===== src/rtl/instr_fetch_unit_pkg.sv =====
// COMET II shared definitions: opcodes, fetch FSM encoding and
// instruction length decode used by the fetch unit.
package comet2_pkg;

    localparam logic [7:0] OP_NOP   = 8'h00;
    localparam logic [7:0] OP_LD    = 8'h10;
    localparam logic [7:0] OP_ST    = 8'h11;
    localparam logic [7:0] OP_LAD   = 8'h12;
    localparam logic [7:0] OP_LD_R  = 8'h14;
    localparam logic [7:0] OP_ADDA  = 8'h20;
    localparam logic [7:0] OP_AND   = 8'h30;
    localparam logic [7:0] OP_CPA   = 8'h40;
    localparam logic [7:0] OP_SLA   = 8'h50;
    localparam logic [7:0] OP_JMI   = 8'h61;
    localparam logic [7:0] OP_JUMP  = 8'h64;
    localparam logic [7:0] OP_PUSH  = 8'h70;
    localparam logic [7:0] OP_POP   = 8'h71;
    localparam logic [7:0] OP_CALL  = 8'h80;
    localparam logic [7:0] OP_RET   = 8'h81;
    localparam logic [7:0] OP_SVC   = 8'hF0;

    typedef enum logic [1:0] {
        FETCH1 = 2'd0,
        FETCH2 = 2'd1,
        VALID  = 2'd2
    } fetch_state_e;

    function automatic logic is_two_word(input logic [7:0] op);
        logic two;
        two = 1'b0;
        case (op) inside
            8'h10, 8'h11, 8'h12,
            [8'h20:8'h23],
            [8'h30:8'h32],
            8'h40, 8'h41,
            [8'h50:8'h53],
            [8'h61:8'h66],
            8'h70, 8'h80, 8'hF0: two = 1'b1;
            default:             two = 1'b0;
        endcase
        return two;
    endfunction

endpackage


===== src/rtl/instr_fetch_unit_if.sv =====
// Fetch-to-decoder instruction handshake bundle.
interface instr_fetch_unit_if #(
    parameter int ADDR_W = 16
);
    logic              instr_valid;
    logic              instr_ready;
    logic [15:0]       instr_w1;
    logic [15:0]       instr_w2;
    logic [ADDR_W-1:0] instr_pc;
    logic              instr_len2;

    modport master (
        output instr_valid,
        output instr_w1,
        output instr_w2,
        output instr_pc,
        output instr_len2,
        input  instr_ready
    );

    modport slave (
        input  instr_valid,
        input  instr_w1,
        input  instr_w2,
        input  instr_pc,
        input  instr_len2,
        output instr_ready
    );
endinterface


===== src/rtl/instr_fetch_unit.sv =====
// COMET II instruction fetch: owns the PC, reads 1/2-word instructions
// from program RAM and presents them to the decoder one at a time.
module instr_fetch_unit
    import comet2_pkg::*;
#(
    parameter int                ADDR_W   = 16,
    parameter logic [ADDR_W-1:0] RESET_PC = '0
) (
    input  logic              mclk,
    input  logic              rst_n,
    input  logic              mem_gnt,
    output logic              re,
    output logic [ADDR_W-1:0] raddr,
    input  logic [15:0]       rdata,
    input  logic              pc_load,
    input  logic [ADDR_W-1:0] pc_load_val,
    instr_fetch_unit_if.master dec
);

    fetch_state_e      state_q, state_d;
    logic [ADDR_W-1:0] pc_q, pc_d;
    logic              valid_q, valid_d;
    logic [15:0]       w1_q, w1_d;
    logic [15:0]       w2_q, w2_d;
    logic [ADDR_W-1:0] ipc_q, ipc_d;
    logic              len2_q, len2_d;
    logic              fetching;

    assign fetching = (state_q == FETCH1) || (state_q == FETCH2);

    // reset gating keeps the RAM port quiet while rst_n is low
    assign re    = rst_n & mem_gnt & fetching;
    assign raddr = (state_q == FETCH2) ? pc_q + ADDR_W'(1) : pc_q;

    assign dec.instr_valid = valid_q;
    assign dec.instr_w1    = w1_q;
    assign dec.instr_w2    = w2_q;
    assign dec.instr_pc    = ipc_q;
    assign dec.instr_len2  = len2_q;

    always_comb begin
        state_d = state_q;
        pc_d    = pc_q;
        valid_d = valid_q;
        w1_d    = w1_q;
        w2_d    = w2_q;
        ipc_d   = ipc_q;
        len2_d  = len2_q;
        unique case (state_q)
            FETCH1: begin
                if (mem_gnt) begin
                    w1_d   = rdata;
                    ipc_d  = pc_q;
                    len2_d = is_two_word(rdata[15:8]);
                    if (is_two_word(rdata[15:8])) begin
                        state_d = FETCH2;
                    end else begin
                        w2_d    = 16'h0000;
                        valid_d = 1'b1;
                        state_d = VALID;
                    end
                end
            end
            FETCH2: begin
                if (mem_gnt) begin
                    w2_d    = rdata;
                    valid_d = 1'b1;
                    state_d = VALID;
                end
            end
            VALID: begin
                if (dec.instr_ready) begin
                    pc_d    = pc_q + (len2_q ? ADDR_W'(2) : ADDR_W'(1));
                    valid_d = 1'b0;
                    state_d = FETCH1;
                end
            end
            default: begin
                state_d = FETCH1;
                valid_d = 1'b0;
            end
        endcase
        // a redirect wins over everything, including an accepting handshake
        if (pc_load) begin
            pc_d    = pc_load_val;
            valid_d = 1'b0;
            state_d = FETCH1;
        end
    end

    always_ff @(posedge mclk or negedge rst_n) begin
        if (!rst_n) begin
            state_q <= FETCH1;
            pc_q    <= RESET_PC;
            valid_q <= 1'b0;
            w1_q    <= 16'h0000;
            w2_q    <= 16'h0000;
            ipc_q   <= '0;
            len2_q  <= 1'b0;
        end else begin
            state_q <= state_d;
            pc_q    <= pc_d;
            valid_q <= valid_d;
            w1_q    <= w1_d;
            w2_q    <= w2_d;
            ipc_q   <= ipc_d;
            len2_q  <= len2_d;
        end
    end

endmodule


===== src/flat_wrapper.sv =====
// flat-port wrapper written by rule: the top's interface ports become plain ports
module instr_fetch_unit_flat import comet2_pkg::*;
#(
    parameter int                ADDR_W   = 16,
    parameter logic [ADDR_W-1:0] RESET_PC = '0
)
  (mclk, rst_n, mem_gnt, re, raddr, rdata, pc_load, pc_load_val, dec_instr_valid, dec_instr_w1, dec_instr_w2, dec_instr_pc, dec_instr_len2, dec_instr_ready);
  instr_fetch_unit_if #(.ADDR_W(ADDR_W)) dec_i ();
  input  logic mclk;
  input  logic rst_n;
  input  logic mem_gnt;
  output logic re;
  output logic [ADDR_W-1:0] raddr;
  input  logic [15:0] rdata;
  input  logic pc_load;
  input  logic [ADDR_W-1:0] pc_load_val;
  output wire logic [$bits(dec_i.instr_valid)-1:0] dec_instr_valid;
  output wire logic [$bits(dec_i.instr_w1)-1:0] dec_instr_w1;
  output wire logic [$bits(dec_i.instr_w2)-1:0] dec_instr_w2;
  output wire logic [$bits(dec_i.instr_pc)-1:0] dec_instr_pc;
  output wire logic [$bits(dec_i.instr_len2)-1:0] dec_instr_len2;
  input wire logic [$bits(dec_i.instr_ready)-1:0] dec_instr_ready;
  assign dec_instr_valid = dec_i.instr_valid;
  assign dec_instr_w1 = dec_i.instr_w1;
  assign dec_instr_w2 = dec_i.instr_w2;
  assign dec_instr_pc = dec_i.instr_pc;
  assign dec_instr_len2 = dec_i.instr_len2;
  assign dec_i.instr_ready = dec_instr_ready;
  instr_fetch_unit #(.ADDR_W(ADDR_W), .RESET_PC(RESET_PC)) u_core (.mclk(mclk), .rst_n(rst_n), .mem_gnt(mem_gnt), .re(re), .raddr(raddr), .rdata(rdata), .pc_load(pc_load), .pc_load_val(pc_load_val), .dec(dec_i));
endmodule

===== config.mk =====
export PLATFORM = sky130hd
export DESIGN_NAME = instr_fetch_unit_flat
export DESIGN_NICKNAME = d
export VERILOG_FILES = /design/src/rtl/instr_fetch_unit_pkg.sv /design/src/rtl/instr_fetch_unit_if.sv /design/src/rtl/instr_fetch_unit.sv /design/src/flat_wrapper.sv
export SDC_FILE = /design/constraint.sdc
export NUM_CORES = 1
export LEC_CHECK = 0
export ABC_AREA = 1
export CAP_MARGIN = 10
export CORE_MARGIN = 2
export CORE_UTILIZATION = 47
export DETAILED_ROUTE_END_ITERATION = 12
export GPL_TIMING_DRIVEN = 0
export PLACE_DENSITY = 0.8
export SLEW_MARGIN = 20
export SYNTH_ARGS = -nofsm -noshare
export SYNTH_HDL_FRONTEND = slang
export SYNTH_SLANG_ARGS = --single-unit

===== constraint.sdc =====
create_clock -name mclk -period 2.1 [get_ports mclk]
set_input_delay 0.21 -clock mclk [delete_from_list [all_inputs] [get_ports mclk]]
set_output_delay 0.21 -clock mclk [all_outputs]
set_load 0.01 [all_outputs]

==> impl_results.html, run 1 <==
<table>
<tr><th>Metric</th><th>Value</th></tr>
<tr><th colspan="2">Detailed routing</th></tr>
<tr><td>DRC violation count after routing</td><td>0</td></tr>
<tr><td>Wire per inst</td><td>between 15 and 20 µm</td></tr>
<tr><td>Drt via density</td><td>5.28</td></tr>
<tr><td>First-iteration detailed-routing DRC count</td><td>176</td></tr>
<tr><td>Vias after detailed routing</td><td>between 3000 and 4000</td></tr>
<tr><td>Total wire length</td><td>slightly above 10000 µm</td></tr>
<tr><td>Number of routed nets with antenna violations</td><td>0</td></tr>
<tr><td>Drt first pass iters</td><td>5</td></tr>
<tr><th colspan="2">Timing</th></tr>
<tr><td>Highest attainable clock frequency</td><td>0.480 GHz</td></tr>
<tr><td>Max transition margin</td><td>65.9%</td></tr>
<tr><td>Post-route clock skew</td><td>between 0.009 and 0.01 ns</td></tr>
<tr><td>Worst hold slack after final layout</td><td>~0.39 ns</td></tr>
<tr><td>Slew at the pin with the worst max-slew slack</td><td>between 0.5 and 0.6 ns</td></tr>
<tr><td>Number of max-slew violations in the final report</td><td>0</td></tr>
<tr><td>Tmin final</td><td>approximately 2.1 ns</td></tr>
<tr><td>Total negative slack for setup checks</td><td>0 ns</td></tr>
<tr><td>Setup repair after global routing missed its margin</td><td>yes</td></tr>
<tr><td>Final clock period utilization by the worst path</td><td>99.2%</td></tr>
<tr><td>Count of final hold-check violations</td><td>0</td></tr>
<tr><td>Number of failing setup endpoints in the final timing report</td><td>0</td></tr>
<tr><th colspan="2">Worst setup path</th></tr>
<tr><td>Sort of element at the start of the critical path</td><td>flip-flop</td></tr>
<tr><td>Critical Path Stages</td><td>4</td></tr>
<tr><td>Maximum fanout count along the critical path</td><td>4</td></tr>
<tr><td>Worst Path Arrival</td><td>1.87 ns</td></tr>
<tr><td>Slack of the worst reg-to-reg path</td><td>0.05 ns</td></tr>
<tr><td>Launching point of the worst reg2reg path</td><td>u_core.pc_q[0]</td></tr>
<tr><td>Depth of the worst register-to-register path</td><td>11</td></tr>
<tr><td>Top delay family on crit path</td><td>buffers and inverters</td></tr>
<tr><td>Endpoint type of the worst setup path</td><td>output pin</td></tr>
<tr><td>Critical path class</td><td>reg2out</td></tr>
<tr><td>Worst setup path startpoint</td><td>u_core.pc_q[0]</td></tr>
<tr><td>Critical Path Slowest Stage Cell</td><td>sky130_fd_sc_hd__clkdlybuf4s50_1</td></tr>
<tr><td>Worst-path cell chain</td><td>ha_4 &gt; nand3_4 &gt; xor2_1 &gt; clkdlybuf4s50_1</td></tr>
<tr><td>Buffers plus inverters on the worst setup path</td><td>1</td></tr>
<tr><td>Required time at the worst-slack endpoint</td><td>1.89 ns</td></tr>
<tr><td>End of the critical path</td><td>raddr[4]</td></tr>
<tr><td>RR Endpoint</td><td>u_core.pc_q[12]</td></tr>
<tr><td>Worst stage delay on the critical path</td><td>0.56 ns</td></tr>
<tr><th colspan="2">Placed design</th></tr>
<tr><td>Global placement routability congestion</td><td>0.872</td></tr>
<tr><td>Placed instance area</td><td>4650 µm²</td></tr>
<tr><td>Total of buffers placed on input and output ports</td><td>103</td></tr>
<tr><td>Total half-perimeter wirelength after legalization and detailed placement</td><td>7200 µm</td></tr>
<tr><th colspan="2">Finish</th></tr>
<tr><td>Total inserted antenna cells</td><td>0</td></tr>
<tr><td>Count of nets after finishing</td><td>597</td></tr>
<tr><td>Post-route cell area</td><td>slightly above 5000 µm²</td></tr>
<tr><td>Utilization after layout</td><td>71.1%</td></tr>
<tr><td>Commonest cells after routing, fill and taps aside</td><td>sky130_fd_sc_hd__nand2_1, sky130_fd_sc_hd__clkdlybuf4s50_1, sky130_fd_sc_hd__dfrtp_1</td></tr>
<tr><td>Area overhead of the layout relative to synthesis</td><td>47.4%</td></tr>
<tr><td>Most common cell after layout, fill and taps aside</td><td>sky130_fd_sc_hd__nand2_1</td></tr>
<tr><td>Fraction of layout instances using a drive strength above 1</td><td>a little under a fifth</td></tr>
<tr><th colspan="2">Floorplanning</th></tr>
<tr><td>Width of the die</td><td>around 90 µm</td></tr>
<tr><td>Initial Util</td><td>48.2%</td></tr>
<tr><td>Area of the core</td><td>7210 µm²</td></tr>
<tr><td>Top-level I/O count</td><td>104</td></tr>
<tr><td>Die Outline Area</td><td>about 8100 µm²</td></tr>
<tr><td>Core Rows</td><td>31</td></tr>
<tr><td>Y dimension of the die</td><td>90.0 µm</td></tr>
<tr><th colspan="2">Global route</th></tr>
<tr><td>First-pass GRT wire length</td><td>16200 µm</td></tr>
<tr><td>Largest net degree at the start of global routing</td><td>36</td></tr>
<tr><td>Global routing usage summed across all routing layers</td><td>24.8%</td></tr>
<tr><td>Number of antenna violations at the first check in global routing</td><td>0</td></tr>
<tr><td>Vias in the first global route</td><td>around 3400</td></tr>
<tr><td>Total global routing overflow</td><td>0</td></tr>
<tr><th colspan="2">Synthesis</th></tr>
<tr><td>Adder-cell share of the synthesized area</td><td>1.65%</td></tr>
<tr><td>Post-synth net total</td><td>465</td></tr>
<tr><td>Distinct cells, synth</td><td>30</td></tr>
<tr><td>Top cell type's share of synthesized area</td><td>48.9%</td></tr>
<tr><td>Area fraction in and, or, nand and nor cells after synthesis</td><td>25.8%</td></tr>
<tr><td>Gate Count Post-Synth</td><td>424</td></tr>
<tr><td>Combinational family with the most area after synthesis</td><td>simple AND/OR/NAND/NOR gates</td></tr>
<tr><td>Share of the synthesized netlist area taken by xor and xnor gates</td><td>4.78%</td></tr>
<tr><td>Cell types occupying the most area after synthesis</td><td>sky130_fd_sc_hd__dfrtp_1, sky130_fd_sc_hd__nand2_1, sky130_fd_sc_hd__nand3_1</td></tr>
<tr><td>Cell accounting for the most synthesized area</td><td>sky130_fd_sc_hd__dfrtp_1</td></tr>
<tr><td>Post-synthesis cell area</td><td>around 3500 µm²</td></tr>
<tr><td>Number of synthesized register bits</td><td>68</td></tr>
<tr><td>Fraction of the yosys area taken by sequential cells</td><td>48.9%</td></tr>
<tr><td>Synth Area per Inst</td><td>about 8 µm²</td></tr>
<tr><td>YS warnings</td><td>0</td></tr>
<tr><td>Fraction of synthesized area in multiplexers</td><td>3.24%</td></tr>
<tr><td>Share of the synthesized area in compound gates (AO/OA/AOI/OAI)</td><td>8.56%</td></tr>
<tr><th colspan="2">Clocking</th></tr>
<tr><td>Buffers from clock root to sink, at most</td><td>2</td></tr>
<tr><td>Clock Latency Late Sink</td><td>0.35 ns</td></tr>
<tr><td>Clock root buffer master</td><td>sky130_fd_sc_hd__clkbuf_8</td></tr>
<tr><td>Clock edge transition at the registers on the reported setup and hold paths</td><td>0.08 ns</td></tr>
<tr><td>Clock tree sinks</td><td>68</td></tr>
<tr><td>TritonCTS clock tree</td><td>done</td></tr>
<tr><td>CTS Buf Count</td><td>9</td></tr>
<tr><td>Depth of the CTS H-tree</td><td>3</td></tr>
<tr><th colspan="2">Run</th></tr>
<tr><td>Number of max-capacitance violations reported</td><td>0</td></tr>
<tr><th colspan="2">Power and ir drop</th></tr>
<tr><td>Worst vdd rail ir drop</td><td>about 0.0004 V</td></tr>
<tr><td>Combinational fraction of design power</td><td>31.7%</td></tr>
<tr><td>Cell area power density</td><td>791 nW/µm²</td></tr>
<tr><td>LEAKAGE</td><td>~2.4 nW</td></tr>
<tr><td>Part of the total power dissipated in the clock network</td><td>27.3%</td></tr>
<tr><td>Cell-internal power</td><td>2.74 mW</td></tr>
<tr><td>Reg power frac</td><td>between 40% and 50%</td></tr>
<tr><td>Power Total</td><td>about 4 mW</td></tr>
<tr><td>Sw frac</td><td>32.3%</td></tr>
<tr><td>Reported net switching power</td><td>~1.3 mW</td></tr>
<tr><th colspan="2">Hold path</th></tr>
<tr><td>Kind of path behind the tightest hold check</td><td>in2async</td></tr>
<tr><th colspan="2">Outcome</th></tr>
<tr><td>Result of the run</td><td>complete, no violations</td></tr>
</table>
[synth_stat cells (all sizes together)]
cell type  instances
nand2            127
dfrtp             68
inv               44
nand3             37
nor2              37
o21ai             36
xor2              19
mux2              10
buf                8
a21oi              7
clkbuf             7
o211ai             6
nor3               5
ha                 3
nand4              3
o21bai             2
a31oi              1
fa                 1
nand3b             1
o21a               1
o221ai             1
[stage by stage]
| stage | setup slack, ns | instances |
|---|---|---|
| 6_report | 0.0158 | 660 |
| 5_1_grt | -0.0681 | 660 |
| 3_5_place_dp | -0.178 | 627 |
| 3_3_place_gp | -1.89 | 626 |
| 4_1_cts | -0.0426 | 653 |
| 2_1_floorplan | 0.187 | 424 |
[per-layer routing]
layer | vias to the layer above | GRT usage, % | routed length [µm]
li1 | 1623 | - | -
met1 | 1657 | 31.8 | 4300
met2 | 176 | 42.3 | 4930
met3 | 27 | 5.03 | 634
met4 | 0 | 7.82 | 181
met5 | - | 0 | 0
[state kept, by name, indices dropped and copies added, names as in the netlist]
signal and flops:
u_core.dec.instr_len2 1, u_core.dec.instr_pc 16, u_core.dec.instr_valid 1, u_core.dec.instr_w1 16, u_core.dec.instr_w2 16, u_core.pc_q 16, u_core.state_q 2
[layout make-up]
cell class	instances	area (µm²)
inverters	44	168
clock buffers	10	138
fillers	570	2090
flip-flops and latches	68	1710
clock inverters	6	63.8
well taps	99	124
plain buffers	14	80.1
repair buffers	122	1170
multi-input cells	297	1670
[worst register-to-register path, stage by stage, from the launching register on]
cell and delay (ns):
sky130_fd_sc_hd__dfrtp_2 0.45, sky130_fd_sc_hd__buf_6 0.13, sky130_fd_sc_hd__ha_4 0.12, sky130_fd_sc_hd__inv_1 0.05, sky130_fd_sc_hd__fa_2 0.42, sky130_fd_sc_hd__nor2_4 0.17
sky130_fd_sc_hd__buf_4 0.14, sky130_fd_sc_hd__nand3_1 0.09, sky130_fd_sc_hd__nand2_1 0.07, sky130_fd_sc_hd__nand3_1 0.06, sky130_fd_sc_hd__o211ai_1 0.09, sky130_fd_sc_hd__o21ai_0 0.12
[timing repair]
action / 4_1_cts / 5_1_grt
setup buffers: 9 / 7
hold endpoints to repair: 33 / 0
hold buffers: 2 / 0
setup endpoints to repair: 18 / 17
resized for setup: 42 / 36
pin swaps: 3 / 13
[logic make-up after synthesis]
kind of cell               Yosys count
AOI/OAI and AO/OA                   54
xor gates and xnor gates            19
adders and majority gates            4
buffers and inverters               59
DFF                                 68
muxes                               10
and+or+nand+nor                    210
[worst min path at each step]
stage                             from                      end  slack [ns]  cells after the start
6_report                         rst_n   u_core.dec.instr_w1[0]        0.39                      3
5_1_grt                          rst_n   u_core.dec.instr_pc[0]        0.41                      3
4_1_cts                          rst_n   u_core.dec.instr_w1[0]        0.39                      3
3_5_place_dp                     rst_n   u_core.dec.instr_w1[0]        0.19                      1
3_3_place_gp   u_core.dec.instr_w2[10]  u_core.dec.instr_w2[10]        0.46                      2
2_1_floorplan                    rst_n    u_core.dec.instr_len2       -0.09                      0
[power groups by stage]
stage	logic (mW)	registers [mW]	clock network, mW
final	1.28	1.66	1.11
after global routing	1.39	1.69	1.17
after CTS	1.23	1.65	1.10
after detailed placement	1.20	1.68	0
after global placement	1.17	1.67	0
after floorplan	0.470	1.73	0
Note: power is estimated with default switching activity, not from simulation.
==> run 2, diff against run 1 <==
--- a/config.mk
+++ b/config.mk
@@ -7,11 +7,13 @@
 export LEC_CHECK = 0
 export ABC_AREA = 1
 export CAP_MARGIN = 10
+export CELL_PAD_IN_SITES_DETAIL_PLACEMENT = 1
+export CELL_PAD_IN_SITES_GLOBAL_PLACEMENT = 1
 export CORE_MARGIN = 2
-export CORE_UTILIZATION = 47
+export CORE_UTILIZATION = 34
 export DETAILED_ROUTE_END_ITERATION = 12
 export GPL_TIMING_DRIVEN = 0
-export PLACE_DENSITY = 0.8
+export PLACE_DENSITY_LB_ADDON = 0.1
 export SLEW_MARGIN = 20
 export SYNTH_ARGS = -nofsm -noshare
 export SYNTH_HDL_FRONTEND = slang
==> run 2 against run 1 <==
Via count fell by 3.6%. Clock skew rose by 0.0013 ns. Utilization is 19 points lower. Power is 2.4% lower. Non-clock buffer count rose by 3. Critical endpoint is now raddr[13]. Highest routed layer unchanged.
==> impl_results.html, run 2 (same netlist as run 1, synthesis figures left out) <==
<table>
<tr><th>Metric</th><th>Value</th></tr>
<tr><th colspan="2">Detailed routing</th></tr>
<tr><td>Drt via density</td><td>4.82</td></tr>
<tr><td>Number of routed nets with antenna violations</td><td>0</td></tr>
<tr><td>Total wire length</td><td>11300 µm</td></tr>
<tr><td>First-iteration detailed-routing DRC count</td><td>108</td></tr>
<tr><td>Wire per inst</td><td>16.2 µm</td></tr>
<tr><td>Drt first pass iters</td><td>4</td></tr>
<tr><td>DRC violation count after routing</td><td>0</td></tr>
<tr><td>Vias after detailed routing</td><td>3357</td></tr>
<tr><th colspan="2">Global route</th></tr>
<tr><td>Total global routing overflow</td><td>0</td></tr>
<tr><td>Vias in the first global route</td><td>approximately 3600</td></tr>
<tr><td>Largest net degree at the start of global routing</td><td>44</td></tr>
<tr><td>First-pass GRT wire length</td><td>~18000 µm</td></tr>
<tr><td>Number of antenna violations at the first check in global routing</td><td>0</td></tr>
<tr><td>Global routing usage summed across all routing layers</td><td>21.1%</td></tr>
<tr><th colspan="2">Timing</th></tr>
<tr><td>Post-route clock skew</td><td>about 0.010 ns</td></tr>
<tr><td>Number of failing setup endpoints in the final timing report</td><td>0</td></tr>
<tr><td>Total negative slack for setup checks</td><td>0 ns</td></tr>
<tr><td>Final clock period utilization by the worst path</td><td>between 90% and 100%</td></tr>
<tr><td>Highest attainable clock frequency</td><td>0.484 GHz</td></tr>
<tr><td>Max transition margin</td><td>66.9%</td></tr>
<tr><td>Worst hold slack after final layout</td><td>around 0.44 ns</td></tr>
<tr><td>Tmin final</td><td>2.07 ns</td></tr>
<tr><td>Number of max-slew violations in the final report</td><td>0</td></tr>
<tr><td>Slew at the pin with the worst max-slew slack</td><td>0.495 ns</td></tr>
<tr><td>Count of final hold-check violations</td><td>0</td></tr>
<tr><td>Setup repair after global routing missed its margin</td><td>yes</td></tr>
<tr><th colspan="2">Clocking</th></tr>
<tr><td>Buffers from clock root to sink, at most</td><td>2</td></tr>
<tr><td>Depth of the CTS H-tree</td><td>3</td></tr>
<tr><td>CTS Buf Count</td><td>9</td></tr>
<tr><td>TritonCTS clock tree</td><td>done</td></tr>
<tr><td>Clock Latency Late Sink</td><td>0.34 ns</td></tr>
<tr><td>Clock tree sinks</td><td>between 60 and 70</td></tr>
<tr><td>Clock edge transition at the registers on the reported setup and hold paths</td><td>about 0.080 ns</td></tr>
<tr><td>Clock root buffer master</td><td>sky130_fd_sc_hd__clkbuf_8</td></tr>
<tr><th colspan="2">Run</th></tr>
<tr><td>Number of max-capacitance violations reported</td><td>0</td></tr>
<tr><th colspan="2">Placed design</th></tr>
<tr><td>Total half-perimeter wirelength after legalization and detailed placement</td><td>8320 µm</td></tr>
<tr><td>Inst Count DP</td><td>661</td></tr>
<tr><td>Global placement routability congestion</td><td>around 0.8</td></tr>
<tr><td>Placed instance area</td><td>roughly 4700 µm²</td></tr>
<tr><td>Total of buffers placed on input and output ports</td><td>103</td></tr>
<tr><th colspan="2">Worst setup path</th></tr>
<tr><td>Endpoint type of the worst setup path</td><td>output pin</td></tr>
<tr><td>Launching point of the worst reg2reg path</td><td>u_core.pc_q[0]</td></tr>
<tr><td>Maximum fanout count along the critical path</td><td>3</td></tr>
<tr><td>Sort of element at the start of the critical path</td><td>flip-flop</td></tr>
<tr><td>Worst setup path startpoint</td><td>u_core.pc_q[2]</td></tr>
<tr><td>Worst Path Arrival</td><td>1.86 ns</td></tr>
<tr><td>Critical path class</td><td>reg2out</td></tr>
<tr><td>Required time at the worst-slack endpoint</td><td>approximately 1.9 ns</td></tr>
<tr><th colspan="2">Finish</th></tr>
<tr><td>Filler instances</td><td>1177</td></tr>
<tr><td>Area of the multi-input gates</td><td>1640 µm²</td></tr>
<tr><td>Commonest cells after routing, fill and taps aside</td><td>sky130_fd_sc_hd__nand2_1, sky130_fd_sc_hd__clkdlybuf4s50_1, sky130_fd_sc_hd__dfrtp_1</td></tr>
<tr><td>Post-route cell area</td><td>5170 µm²</td></tr>
<tr><td>Sequential cell area</td><td>between 1500 and 2000 µm²</td></tr>
<tr><td>Fraction of layout instances using a drive strength above 1</td><td>around 17%</td></tr>
<tr><td>Area overhead of the layout relative to synthesis</td><td>48.7%</td></tr>
<tr><td>Count of nets after finishing</td><td>600</td></tr>
<tr><td>Most common cell after layout, fill and taps aside</td><td>sky130_fd_sc_hd__nand2_1</td></tr>
<tr><td>Fin cells</td><td>697</td></tr>
<tr><td>Total inserted antenna cells</td><td>0</td></tr>
<tr><th colspan="2">Power and ir drop</th></tr>
<tr><td>Worst vdd rail ir drop</td><td>0.000279 V</td></tr>
<tr><td>Cell area power density</td><td>approximately 760 nW/µm²</td></tr>
<tr><td>Power Total</td><td>3.96 mW</td></tr>
<tr><td>LEAKAGE</td><td>roughly 2.4 nW</td></tr>
<tr><th colspan="2">Floorplanning</th></tr>
<tr><td>Y dimension of the die</td><td>between 100 and 150 µm</td></tr>
<tr><td>Core Rows</td><td>36</td></tr>
<tr><td>Initial Util</td><td>35.3%</td></tr>
<tr><td>Area of the core</td><td>9860 µm²</td></tr>
<tr><td>Die Outline Area</td><td>11100 µm²</td></tr>
<tr><td>Top-level I/O count</td><td>roughly 100</td></tr>
<tr><td>Width of the die</td><td>105 µm</td></tr>
<tr><th colspan="2">Hold path</th></tr>
<tr><td>Source of the worst hold timing path</td><td>pc_load_val[0]</td></tr>
<tr><td>Kind of path behind the tightest hold check</td><td>in2reg</td></tr>
<tr><th colspan="2">Outcome</th></tr>
<tr><td>Result of the run</td><td>complete, no violations</td></tr>
</table>
==> run 2: cell types whose count changed in the layout (fill, tap and decap cells not counted), moves of 2 or more <==
cell / before / now
sky130_fd_sc_hd__nor2_1: 27 / 29
sky130_fd_sc_hd__nand3_2: 2 / 0
sky130_fd_sc_hd__buf_16: 0 / 2
sky130_fd_sc_hd__clkinvlp_4: 2 / 0
sky130_fd_sc_hd__nor2_2: 4 / 2
==> run 2: per-layer routing <==
layer | wire length [µm] | GRT usage [%] | vias to the layer above
li1 | - | - | 1625
met2 | 5940 | 38.3 | 81
met4 | 188 | 5.52 | 0
met5 | 0 | 0 | -
met1 | 4770 | 25.6 | 1635
met3 | 388 | 3.87 | 16
==> run 2: final cells by class <==
cell class | count | area share, %
multi-input combinational | 297 | 31.7
sequential | 68 | 33.0
buffer | 14 | 1.55
timing repair buffer | 125 | 23.9
inverter | 44 | 3.24
clock buffer | 11 | 2.73
clock inverter | 5 | 0.701
tap | 133 | 3.22
==> run 2: repair_timing <==
item                                    CTS  global route
buffers inserted                          9             7
hold buffers                              5             0
endpoints found under the hold margin    25             0
gates resized for setup                  51            21
pin swaps                                 4             6
endpoints found under the setup margin   18            15
==> run 2: report_power, final <==
part	internal [mW]	leakage (nW)	switching, mW
registers	1.52	0.850	0.152
clock network	0.466	0.0937	0.539
logic	0.646	1.48	0.637
==> run 2: path summary, 6_finish.rpt <==
kind / end / slack, ns / cells after the start
hold / removal: u_core.pc_q[0] / 0.44 / 3
max in group asynchronous: u_core.pc_q[6] / 0.83 / 5
min in group asynchronous: u_core.dec.instr_w2[12] / 0.51 / 4
setup / recovery: raddr[13] / 0.03 / 9
hold reg to reg: u_core.dec.instr_w2[11] / 0.48 / 2
setup reg to reg: u_core.pc_q[8] / 0.13 / 10
==> run 2: critical path: stages (launching register included) <==
cell and delay [ns]:
sky130_fd_sc_hd__dfrtp_1 0.39, sky130_fd_sc_hd__buf_6 0.12, sky130_fd_sc_hd__nand3_4 0.06, sky130_fd_sc_hd__nor2_4 0.17, sky130_fd_sc_hd__nand2_2 0.10, sky130_fd_sc_hd__nor2_4 0.16
sky130_fd_sc_hd__nand2_2 0.09, sky130_fd_sc_hd__nor2_2 0.12, sky130_fd_sc_hd__xor2_1 0.16, sky130_fd_sc_hd__buf_2 0.16
==> run 2: metrics by stage <==
| step | utilization, % | worst slack (ns) |
|---|---|---|
| after global placement | 47.4 | -2.06 |
| after detailed placement | 47.7 | -0.210 |
| final | 52.4 | 0.0318 |
| after global routing | 52.4 | -0.0918 |
| after floorplan | - | 0.187 |
| after CTS | 51.5 | 0.000903 |
==> run 3, diff against run 2 <==
--- a/config.mk
+++ b/config.mk
@@ -14,7 +14,7 @@
 export DETAILED_ROUTE_END_ITERATION = 12
 export GPL_TIMING_DRIVEN = 0
 export PLACE_DENSITY_LB_ADDON = 0.1
-export SLEW_MARGIN = 20
+export SLEW_MARGIN = 40
 export SYNTH_ARGS = -nofsm -noshare
 export SYNTH_HDL_FRONTEND = slang
 export SYNTH_SLANG_ARGS = --single-unit
==> run 3 against run 2 <==
Via count down 0.30%. Design area shrank 0.58%. Utilization shrank 0.30 points. Largest cell class unchanged. Largest power group unchanged. Highest routed layer unchanged.
==> impl_results.html, run 3 (same netlist as run 1, synthesis figures left out) <==
<table>
<tr><th>Metric</th><th>Value</th></tr>
<tr><th colspan="2">Floorplanning</th></tr>
<tr><td>Die Outline Area</td><td>11100 µm²</td></tr>
<tr><td>Core Rows</td><td>36</td></tr>
<tr><td>Width of the die</td><td>between 100 and 150 µm</td></tr>
<tr><td>Initial Util</td><td>between 30% and 40%</td></tr>
<tr><td>Y dimension of the die</td><td>105 µm</td></tr>
<tr><td>Top-level I/O count</td><td>104</td></tr>
<tr><td>Area of the core</td><td>9860 µm²</td></tr>
<tr><th colspan="2">Finish</th></tr>
<tr><td>Count of nets after finishing</td><td>just under 600</td></tr>
<tr><td>Fin cells</td><td>694</td></tr>
<tr><td>Fraction of layout instances using a drive strength above 1</td><td>about 17%</td></tr>
<tr><td>Total inserted antenna cells</td><td>0</td></tr>
<tr><td>Commonest cells after routing, fill and taps aside</td><td>sky130_fd_sc_hd__nand2_1, sky130_fd_sc_hd__clkdlybuf4s50_1, sky130_fd_sc_hd__dfrtp_1</td></tr>
<tr><td>Area overhead of the layout relative to synthesis</td><td>47.9%</td></tr>
<tr><td>Most common cell after layout, fill and taps aside</td><td>sky130_fd_sc_hd__nand2_1</td></tr>
<tr><td>Filler instances</td><td>1184</td></tr>
<tr><th colspan="2">Placed design</th></tr>
<tr><td>Global placement routability congestion</td><td>0.803</td></tr>
<tr><td>Total of buffers placed on input and output ports</td><td>103</td></tr>
<tr><td>Total half-perimeter wirelength after legalization and detailed placement</td><td>8320 µm</td></tr>
<tr><td>Inst Count DP</td><td>~660</td></tr>
<tr><th colspan="2">Worst setup path</th></tr>
<tr><td>Slack of the worst reg-to-reg path</td><td>~0.14 ns</td></tr>
<tr><td>Endpoint type of the worst setup path</td><td>output pin</td></tr>
<tr><td>Critical path class</td><td>reg2out</td></tr>
<tr><td>Top delay family on crit path</td><td>buffers and inverters</td></tr>
<tr><td>Maximum fanout count along the critical path</td><td>4</td></tr>
<tr><td>RR Endpoint</td><td>u_core.pc_q[8]</td></tr>
<tr><td>Required time at the worst-slack endpoint</td><td>1.89 ns</td></tr>
<tr><td>Buffers plus inverters on the worst setup path</td><td>1</td></tr>
<tr><td>Depth of the worst register-to-register path</td><td>10</td></tr>
<tr><td>Launching point of the worst reg2reg path</td><td>u_core.dec.instr_len2</td></tr>
<tr><td>Worst Path Arrival</td><td>1.88 ns</td></tr>
<tr><td>Sort of element at the start of the critical path</td><td>flip-flop</td></tr>
<tr><td>Critical Path Stages</td><td>4</td></tr>
<tr><td>End of the critical path</td><td>raddr[4]</td></tr>
<tr><td>Worst-path cell chain</td><td>ha_4 &gt; nand3_4 &gt; xor2_1 &gt; clkdlybuf4s50_1</td></tr>
<tr><td>Critical Path Slowest Stage Cell</td><td>sky130_fd_sc_hd__clkdlybuf4s50_1</td></tr>
<tr><td>Worst setup path startpoint</td><td>u_core.pc_q[1]</td></tr>
<tr><td>Worst stage delay on the critical path</td><td>0.59 ns</td></tr>
<tr><th colspan="2">Timing</th></tr>
<tr><td>Final clock period utilization by the worst path</td><td>99.6%</td></tr>
<tr><td>Count of final hold-check violations</td><td>0</td></tr>
<tr><td>Total negative slack for setup checks</td><td>0 ns</td></tr>
<tr><td>Highest attainable clock frequency</td><td>0.478 GHz</td></tr>
<tr><td>Max transition margin</td><td>~64%</td></tr>
<tr><td>Number of max-slew violations in the final report</td><td>0</td></tr>
<tr><td>Post-route clock skew</td><td>0.00970 ns</td></tr>
<tr><td>Slew at the pin with the worst max-slew slack</td><td>0.542 ns</td></tr>
<tr><td>Tmin final</td><td>between 2 and 2.5 ns</td></tr>
<tr><td>Setup repair after global routing missed its margin</td><td>yes</td></tr>
<tr><td>Number of failing setup endpoints in the final timing report</td><td>0</td></tr>
<tr><th colspan="2">Clocking</th></tr>
<tr><td>Clock Latency Late Sink</td><td>0.34 ns</td></tr>
<tr><td>Depth of the CTS H-tree</td><td>3</td></tr>
<tr><td>TritonCTS clock tree</td><td>done</td></tr>
<tr><td>Clock tree sinks</td><td>68</td></tr>
<tr><td>Buffers from clock root to sink, at most</td><td>2</td></tr>
<tr><td>Clock root buffer master</td><td>sky130_fd_sc_hd__clkbuf_8</td></tr>
<tr><td>CTS Buf Count</td><td>9</td></tr>
<tr><td>Clock edge transition at the registers on the reported setup and hold paths</td><td>roughly 0.08 ns</td></tr>
<tr><th colspan="2">Hold path</th></tr>
<tr><td>Kind of path behind the tightest hold check</td><td>in2async</td></tr>
<tr><th colspan="2">Global route</th></tr>
<tr><td>Total global routing overflow</td><td>0</td></tr>
<tr><td>Vias in the first global route</td><td>3625</td></tr>
<tr><td>Number of antenna violations at the first check in global routing</td><td>0</td></tr>
<tr><td>First-pass GRT wire length</td><td>around 18000 µm</td></tr>
<tr><td>Largest net degree at the start of global routing</td><td>45</td></tr>
<tr><td>Global routing usage summed across all routing layers</td><td>20.8%</td></tr>
<tr><th colspan="2">Power and ir drop</th></tr>
<tr><td>Sw frac</td><td>33.7%</td></tr>
<tr><td>Part of the total power dissipated in the clock network</td><td>25.6%</td></tr>
<tr><td>Power Total</td><td>between 3 and 4 mW</td></tr>
<tr><td>Reg power frac</td><td>41.9%</td></tr>
<tr><td>Combinational fraction of design power</td><td>about a third</td></tr>
<tr><td>LEAKAGE</td><td>2.44 nW</td></tr>
<tr><td>Cell-internal power</td><td>2.63 mW</td></tr>
<tr><td>Worst vdd rail ir drop</td><td>0.000282 V</td></tr>
<tr><td>Reported net switching power</td><td>1.34 mW</td></tr>
<tr><td>Cell area power density</td><td>771 nW/µm²</td></tr>
<tr><th colspan="2">Outcome</th></tr>
<tr><td>Result of the run</td><td>complete, no violations</td></tr>
<tr><th colspan="2">Detailed routing</th></tr>
<tr><td>Vias after detailed routing</td><td>3347</td></tr>
<tr><td>Wire per inst</td><td>~16 µm</td></tr>
<tr><td>Total wire length</td><td>about 11000 µm</td></tr>
<tr><td>DRC violation count after routing</td><td>0</td></tr>
<tr><td>Number of routed nets with antenna violations</td><td>0</td></tr>
<tr><td>Drt via density</td><td>~4.8</td></tr>
<tr><td>Drt first pass iters</td><td>4</td></tr>
<tr><td>First-iteration detailed-routing DRC count</td><td>92</td></tr>
<tr><th colspan="2">Run</th></tr>
<tr><td>Number of max-capacitance violations reported</td><td>0</td></tr>
</table>
[run 3: cell count changes in the layout (fill, tap and decap cells not counted), sizes merged]
cell	before	now
dlygate4sd2	7	5
buf	33	29
clkbuf	19	20
dlymetal6s2s	1	3
dlygate4sd3	2	1
clkdlybuf4s15	1	2
[run 3: power by group through the flow]
stage                     clock, mW  combinational, mW  sequential [mW]
after floorplan                   0              0.470             1.73
after global placement            0               1.19             1.68
after detailed placement          0               1.23             1.69
after CTS                      1.04               1.26             1.66
after global routing           1.09               1.41             1.69
final                          1.01               1.29             1.66
[run 3: through the flow]
stage               hold WS, ns  utilization, %  cell area [µm²]  worst slack [ns]
floorplan               -0.0856               -             3480             0.187
global placement          0.453            47.4             4680             -2.06
detailed placement       0.0956            47.7             4700            -0.203
CTS                       0.369            50.8             5010          -0.00837
global route              0.402            52.1             5140           -0.0740
finish                    0.397            52.1             5140           0.00760
[run 3: what timing repair did]
item,CTS,global route
resized for setup,47,21
pin swaps,4,7
hold buffers,2,0
setup buffers,7,8
hold endpoints to repair,25,0
gates cloned,0,1
endpoints found under the setup margin,18,18
[run 3: worst min path at each step]
stage	endpoint	startpoint	depth (start not counted)	slack (ns)
floorplan	u_core.dec.instr_len2	rst_n	0	-0.09
global placement	u_core.dec.instr_w2[12]	u_core.dec.instr_w2[12]	2	0.45
detailed placement	u_core.dec.instr_w2[9]	rst_n	1	0.1
CTS	u_core.dec.instr_w2[9]	rst_n	3	0.37
global route	u_core.state_q[1]	rst_n	3	0.40
finish	u_core.state_q[1]	rst_n	3	0.40
[run 3: area by class of cell]
class | instances | area [µm²] | area share, %
Sequential cell | 68 | 1710 | 33.2
Timing Repair Buffer | 122 | 1210 | 23.5
Buffer | 14 | 80.1 | 1.56
Multi-Input combinational cell | 297 | 1640 | 31.8
Clock buffer | 11 | 141 | 2.75
Inverter | 44 | 168 | 3.26
Clock inverter | 5 | 36.3 | 0.705
Tap cell | 133 | 166 | 3.24
[run 3: worst register-to-register path: stages, from the launching register on]
cell	delay, ns
sky130_fd_sc_hd__dfrtp_2	0.46
sky130_fd_sc_hd__inv_2	0.09
sky130_fd_sc_hd__ha_1	0.17
sky130_fd_sc_hd__inv_1	0.06
sky130_fd_sc_hd__fa_2	0.36
sky130_fd_sc_hd__nor2_4	0.15
sky130_fd_sc_hd__nand2_2	0.10
sky130_fd_sc_hd__inv_1	0.10
sky130_fd_sc_hd__nand2_1	0.08
sky130_fd_sc_hd__o211ai_1	0.16
sky130_fd_sc_hd__o211ai_1	0.10
[run 3: routing by layer]
layer  part of all wire (%)  track usage [%]  vias to the layer above
met3                    3.6             3.56                       10
met1                     42             24.9                     1639
met5                      0                0                        -
met4                   0.82             4.76                        0
met2                     53             38.5                       81
li1                       -                -                     1617
